==> src/rtl/rf_param_ckpt.sv <==
// ---------------------------------------------------------------------------
// rf_param_ckpt
//
// Parametrised two-read / one-write register file with a single-level
// checkpoint. The checkpoint is a full shadow copy of the file. It can be
// saved or restored in one cycle, which lets the pipeline recover
// architectural state after a branch mispredict or an exception flush.
//
// Sits in decode: the two read ports feed ID/EX, and the write port is
// driven from writeback.
//
// Parameters
//   DATA_W    width of each register in bits
//   ADDR_W    width of the register select fields
//   NUM_REGS  number of implemented registers (must be <= 2**ADDR_W)
//   BYPASS    1 = a write in the current cycle is forwarded to the read ports
//   R0_ZERO   1 = register 0 always reads 0 and ignores writes
//
// Ports
//   clk           clock; all state updates on the rising edge
//   rst           synchronous active-high reset; overrides every other input
//   read1regsel   read port 1 select
//   read2regsel   read port 2 select
//   writeregsel   write select
//   writedata     write data
//   write         write enable
//   ckpt_save     copy the whole file, including this cycle's write, to the shadow
//   ckpt_restore  copy the shadow back into the file; this wins over a write
//   read1data     read port 1 data (combinational)
//   read2data     read port 2 data (combinational)
//   ckpt_valid    the shadow holds a saved checkpoint
//   err           sticky error flag, cleared only by rst
// ---------------------------------------------------------------------------
module rf_param_ckpt #(
    parameter int DATA_W   = 16,
    parameter int ADDR_W   = 3,
    parameter int NUM_REGS = 8,
    parameter int BYPASS   = 1,
    parameter int R0_ZERO  = 0
) (
    input  logic              clk,
    input  logic              rst,
    input  logic [ADDR_W-1:0] read1regsel,
    input  logic [ADDR_W-1:0] read2regsel,
    input  logic [ADDR_W-1:0] writeregsel,
    input  logic [DATA_W-1:0] writedata,
    input  logic              write,
    input  logic              ckpt_save,
    input  logic              ckpt_restore,
    output logic [DATA_W-1:0] read1data,
    output logic [DATA_W-1:0] read2data,
    output logic              ckpt_valid,
    output logic              err
);

    // -----------------------------------------------------------------------
    // Elaboration guard: more registers than the select field can address
    // is a configuration error. It must stop the build here and must not
    // quietly leave registers that cannot be reached.
    // -----------------------------------------------------------------------
    if (NUM_REGS > (1 << ADDR_W)) begin : g_num_regs_too_large
        $error("rf_param_ckpt: NUM_REGS (%0d) exceeds 2**ADDR_W (%0d)",
               NUM_REGS, 1 << ADDR_W);
    end

    if (NUM_REGS < 1) begin : g_num_regs_too_small
        $error("rf_param_ckpt: NUM_REGS must be at least 1");
    end

    // -----------------------------------------------------------------------
    // Helpers
    // -----------------------------------------------------------------------

    // A select addresses an implemented register. The comparison is one bit
    // wider than the select field, so NUM_REGS == 2**ADDR_W is still exact.
    function automatic logic in_range(input logic [ADDR_W-1:0] sel);
        return ({1'b0, sel} < (ADDR_W + 1)'(NUM_REGS));
    endfunction

    // Register 0 is hardwired to zero in this configuration.
    function automatic logic is_zero_reg(input logic [ADDR_W-1:0] sel);
        return (R0_ZERO != 0) && (sel == '0);
    endfunction

    // -----------------------------------------------------------------------
    // Storage
    // -----------------------------------------------------------------------
    logic [DATA_W-1:0] regs   [NUM_REGS];
    logic [DATA_W-1:0] shadow [NUM_REGS];

    // -----------------------------------------------------------------------
    // Write qualification
    //   wr_fwd     a legal write this cycle that is not cancelled by a
    //              restore. Only this kind of write may be forwarded.
    //   wr_commit  wr_fwd minus writes to a hardwired-zero R0. These writes
    //              are dropped without raising an error.
    //   wr_bad     a write to an unimplemented index. It is dropped and
    //              raises err. An out-of-range select is flagged even when
    //              a restore cancels the write.
    // -----------------------------------------------------------------------
    logic wr_in_range;
    logic wr_fwd;
    logic wr_commit;
    logic wr_bad;

    assign wr_in_range = in_range(writeregsel);
    assign wr_fwd      = write && wr_in_range && !ckpt_restore;
    assign wr_commit   = wr_fwd && !is_zero_reg(writeregsel);
    assign wr_bad      = write && !wr_in_range;

    // -----------------------------------------------------------------------
    // reg_after: the contents of the file after this cycle's write, ignoring
    // any restore. The file loads it on a normal cycle. The shadow captures
    // it on a save, so a write in the same cycle is part of the checkpoint.
    // -----------------------------------------------------------------------
    logic [DATA_W-1:0] reg_after [NUM_REGS];

    // NOTE: every variable driven here gets a default before any condition,
    // so synthesis sees pure combinational logic and infers no latch.
    always_comb begin
        for (int i = 0; i < NUM_REGS; i++) begin
            reg_after[i] = regs[i];
            if (wr_commit && (writeregsel == ADDR_W'(i))) begin
                reg_after[i] = writedata;
            end
        end
    end

    // -----------------------------------------------------------------------
    // Error sources, all folded into the sticky err flag:
    //   - a write to an unimplemented index
    //   - a restore when no checkpoint has been saved
    //   - a save and a restore in the same cycle (the save is dropped)
    // -----------------------------------------------------------------------
    logic restore_empty;
    logic save_conflict;
    logic err_event;

    assign restore_empty = ckpt_restore && !ckpt_valid;
    assign save_conflict = ckpt_restore && ckpt_save;
    assign err_event     = wr_bad || restore_empty || save_conflict;

    // A save takes effect only when no restore competes with it.
    logic save_take;
    assign save_take = ckpt_save && !ckpt_restore;

    // -----------------------------------------------------------------------
    // State update
    // -----------------------------------------------------------------------
    // NOTE: both arrays are cleared on reset. A restore after reset with no
    // save must produce a zero file, so the shadow needs a defined value and
    // cannot be mapped to a reset-less RAM macro.
    always_ff @(posedge clk) begin
        if (rst) begin
            for (int i = 0; i < NUM_REGS; i++) begin
                regs[i]   <= '0;
                shadow[i] <= '0;
            end
            ckpt_valid <= 1'b0;
            err        <= 1'b0;
        end else begin
            // NOTE: non-blocking assignments are used throughout. The shadow
            // then samples reg_after, and the file samples the shadow, both
            // as they were before this edge. A save and a restore therefore
            // never see each other's update.
            for (int i = 0; i < NUM_REGS; i++) begin
                if (ckpt_restore) begin
                    regs[i] <= shadow[i];
                end else begin
                    regs[i] <= reg_after[i];
                end

                if (save_take) begin
                    shadow[i] <= reg_after[i];
                end
            end

            // A restore leaves ckpt_valid unchanged, so the same
            // checkpoint can be restored repeatedly.
            if (save_take) begin
                ckpt_valid <= 1'b1;
            end

            if (err_event) begin
                err <= 1'b1;
            end
        end
    end

    // -----------------------------------------------------------------------
    // Read ports
    // Both ports share one piece of logic, indexed by port number.
    // Priority: unimplemented index -> hardwired R0 -> same-cycle forward
    // -> stored value.
    // -----------------------------------------------------------------------
    logic [ADDR_W-1:0] rd_sel  [2];
    logic [DATA_W-1:0] rd_data [2];

    assign rd_sel[0] = read1regsel;
    assign rd_sel[1] = read2regsel;

    always_comb begin
        for (int p = 0; p < 2; p++) begin
            rd_data[p] = '0;
            if (in_range(rd_sel[p]) && !is_zero_reg(rd_sel[p])) begin
                if ((BYPASS != 0) && wr_fwd && (writeregsel == rd_sel[p])) begin
                    rd_data[p] = writedata;
                end else begin
                    rd_data[p] = regs[rd_sel[p]];
                end
            end
        end
    end

    assign read1data = rd_data[0];
    assign read2data = rd_data[1];

endmodule

==> config.mk <==
export PLATFORM = sky130hd
export DESIGN_NAME = rf_param_ckpt
export DESIGN_NICKNAME = d
export VERILOG_FILES = /design/src/rtl/rf_param_ckpt.sv
export SDC_FILE = /design/constraint.sdc
export NUM_CORES = 1
export LEC_CHECK = 0
export CORE_MARGIN = 4
export CORE_UTILIZATION = 56
export CTS_BUF_LIST = sky130_fd_sc_hd__clkbuf_8
export DETAILED_ROUTE_END_ITERATION = 10
export PLACE_DENSITY_LB_ADDON = 0.05
export SLEW_MARGIN = 40
export SYNTH_ARGS = -nofsm -noshare
export SYNTH_HDL_FRONTEND = slang
export SYNTH_SLANG_ARGS = --single-unit
==> constraint.sdc <==
create_clock -name clk -period 3.6 [get_ports clk]
set_clock_uncertainty 0.15 [all_clocks]
set_input_delay 0.36 -clock clk [delete_from_list [all_inputs] [get_ports clk]]
set_output_delay 0.36 -clock clk [all_outputs]
set_load 0.01 [all_outputs]
# Yosys cells after proc, flatten, opt, wreduce, memory -nomap -nowiden

Memory sizes are Yosys's and may differ from the RTL's.
Cells that the tools add are included.
W data, S select, Z words.

Memory bits (writable): 256
Flip-flop bits (word level): 2
Memories: 2

Memories:

| memory | words | width | read ports | clocked after memory_dff | write ports | line | text |
|---|---|---|---|---|---|---|---|
| regs   | 8     | 16    | 10         | 0                        | 8           | 88   | `logic [DATA_W-1:0] regs [NUM_REGS];` |
| shadow | 8     | 16    | 8          | 0                        | 8           | 89   | `logic [DATA_W-1:0] shadow [NUM_REGS];` |

Bitwise gates (word level): 24
Reductions and logical operators: 18
Mux-type cells: 45
Eq/ne operators: 9

Operators by type and width:

| kind                 | number |
|---|---|
| $mux W16             | 34 |
| $or A1 B1 Y1         | 24 |
| $logic_and A1 B1 Y1  | 14 |
| $eq A3 B3 Y1 const B | 4 |
| $mux W1              | 11 |
| $eq A3 B2 Y1 const B | 2 |
| $eq A3 B3 Y1         | 2 |
| $eq A3 B1 Y1 const B | 1 |
| $logic_not A3 Y1     | 1 |
| $logic_not A1 Y1     | 2 |
| $logic_or A1 B1 Y1   | 1 |

# Depth between registers and ports, before layout

Word-level depth: 6
Depth in mapped cells: 6

# Worst setup path after synthesis

Ideal clock, no wire load.

Kind: input to register
Start: input port rst
End: memory shadow[0][0] (enable)
Setup slack: 503 ps
Arrival: 2513 ps
Buffers on the path: 2
Cell stages on the path: 3
Path through: clkbuf_1 > clkbuf_1 > or2_2

RTL lines:

| what            | line | text |
|---|---|---|
| start, declared | 42   | `input logic rst,` |
| end, declared   | 89   |  |

# Worst setup path after layout

Start: input port writeregsel[1]
End: output port read1data[14]

Cells in the longest elaborated chain, start to end: 3

RTL lines:

| what                | line | text |
|---|---|---|
| start, declared     | 45   | `input logic [ADDR_W-1:0] writeregsel,` |
| $eq A3 B3 Y1        | 206  | `if ((BYPASS != 0) && wr_fwd && (writeregsel == rd_sel[p])) begin` |
| $logic_and A1 B1 Y1 | 206  |  |
| $mux W16            | 206  |  |
| end, declared       | 50   | `output logic [DATA_W-1:0] read1data,` |

No other way between the ends.

==> flow_summary.toml <==
[min_path]
hold_start = "rst"
hold_class = "in2reg"
worstHoldEndpoint = "shadow[0][121]"
whs_path_depth = 2

[sta]
worstMarginPinSlew_ps = 714
fin_ws_ps = 181
rsz0062_at_grt = "no"
slew_headroom = 0.524
setup_viol_count_final = 0
setup_tns_ps = 0
fin_crit_ps = 3420
drv_slew = 0
fin_crit_sh = 0.950
finalHoldViolCount = 0
fmax_mhz = 293

[global_route]
grt_pass1_vias = 11000
grt_pass1_wl_um = 66000
grt.total_usage = 0.299
grt_max_degree = 135
antenna_found_initial = 3
gr-total-overflow = 0

[layout]
layout_common_cells = "edfxtp_1 (256), nor2_1 (131), a21oi_1 (129)"
synthToLayoutAreaGrowth_pct = 15.3
multiInputGateArea_sq_um = 6650
final_common_cell = "edfxtp_1"
final-seq-area_sq_um = 7730
drive_above_1_share = 0.135
final_nets = 1380
post-route-util = 0.660
final_area_sq_um = 16800
fillers = 1980

[die]
die_area_sq_um = 28600
ioPinCount = 64
initial_core_util = 0.573
floorplan.rows = 58
die_w_um = 169
die_y_um = 169
core_area_sq_um = 25400

[synth]
synth_warnings = 0
synth.distinct_cells = 29
ys_seq_area_frac = 0.531
syn_area_per_cell_sq_um = 12.0
synth_area_sq_um = 14500
syn_inst = 1209
ys_ff_latch = 258

[routing]
highest_layer = "met5"
drt_first_pass_iters = 6
antenna_left = 0
routed-wl-met3_um = 4290
initialDrtViolationCount = 1156
via_per_inst = 6.60
vias = 11300
wire_per_inst_um = 25.0
drt-met1-wl_um = 17600
dr_wl_met2_um = 19700
drcViolationCount = 0
wirelength_um = 42900

[clocking]
cts.path.max_buffers = 3
htree_levels = 2
root_buffer = "clkbuf_8"
numCtsBuffers = 46
postCtsHoldBufs = 0
cts_resized = 0
cts.sinks = 258
clock_latency_ps = 560
postCtsSetupBuffers = 0
path_clk_slew_ps = 60
cts_tree = "built"

[worst_setup_path]
end_kind = "primary output"
cp-start-kind = "primary input"
worst-setup-path-type = "in2out"
crit_fanout = 6
ff2ff_setup_slack_ps = 2380
worstRegToRegCells = 2
critical_path_required_ps = 3090
worstPathArrival_ps = 2910
r2r-start = "regs[5][15]"
r2r-end = "regs[5][15]"

[pwr]
p_per_area_nw_per_um2 = 429
ir_drop_mv = 0.317
leakagePower_uw = 0.00599

[flow_run]
drv_cap = 0

[status]
status = "completed"

[placed_design]
portBuffers = 63
hpwl_um = 25500
placed_cell_area_sq_um = 16000
gp_congestion = 0.787
dp_worst_setup_slack_ps = 304
## flip-flops by register name (all words and copies together) (netlist names)
name / cells
ckpt_valid: 1
err: 1
regs: 128
shadow: 128
## metal layers
| metal | global-route usage | vias to the layer above |
|---|---|---|
| met3 | 0.0676 | 83 |
| li1 | - | 5049 |
| met1 | 0.425 | 5615 |
| met4 | 0.0910 | 2 |
| met5 | 0.0151 | - |
| met2 | 0.465 | 562 |
## synth_stat cells (all sizes together)
cell      n  area share
buf      37       0.016
nand4     2     0.00086
or2       2     0.00086
edfxtp  256        0.53
nand2     1     0.00026
xnor2     6      0.0036
a21oi   129       0.044
conb      1     0.00026
clkbuf  115       0.030
mux4     64        0.11
nand3b    1     0.00052
inv       1     0.00026
nand3   128       0.044
or3b      1     0.00060
and3b     1     0.00060
nor2    132       0.034
mux2     64       0.052
and2      1     0.00043
nand2b    4      0.0017
nor3b     1     0.00052
dfxtp     2      0.0028
nor2b     4      0.0017
o21ai   128       0.044
a311oi  128       0.077
## kinds of logic (layout without fill, tap and decap cells)
family	count (synthesis)	after routing	synth area share
DFF	258	258	0.531
other	1	130	0.000258
buffers and inverters	153	198	0.0459
xor gates and xnor gates	6	6	0.00361
muxes	128	128	0.167
and+or+nand+nor	278	278	0.0862
AOI/OAI and AO/OA	385	385	0.166
## area by class of cell
class | count | share of cell area
antenna | 2 | 0.000298
clock buffer | 47 | 0.0386
clock inverter | 32 | 0.00746
inverter | 1 | 0.000522
multi-input combinational | 925 | 0.396
sequential | 258 | 0.461
tap | 330 | 0.0246
timing repair buffer | 118 | 0.0713
## worst max-delay path by stage
stage,from,endpoint
3_3_place_gp,read1regsel[2],read1data[7]
3_5_place_dp,read1regsel[2],read1data[14]
2_1_floorplan,rst,shadow[0][0]
4_1_cts,read1regsel[2],read1data[14]
6_report,writeregsel[1],read1data[14]
5_1_grt,writeregsel[1],read1data[5]
## worst max-delay path, stage by stage
cell	delay, ps
clkdlybuf4s50_1	450
xnor2_1	380
nand4_1	560
buf_4	380
mux2_2	220
clkdlybuf4s50_1	550
## report_power, final
part | switching (uW) | internal (uW) | leakage, uW
clock network | 1190 | 1200 | 0.000479
logic | 657 | 502 | 0.00282
registers | 100 | 3550 | 0.00269
total | 1950 | 5240 | 0.00599
## metrics by stage
stage	hold slack (ps)	power, uW	std cells
final	178	7200	1713
after global routing	170	7480	1713
after CTS	140	7210	1711
after detailed placement	317	4850	1632
after global placement	307	4820	1632
after floorplan	351	4380	1336
(Power assumes the default switching activity.)
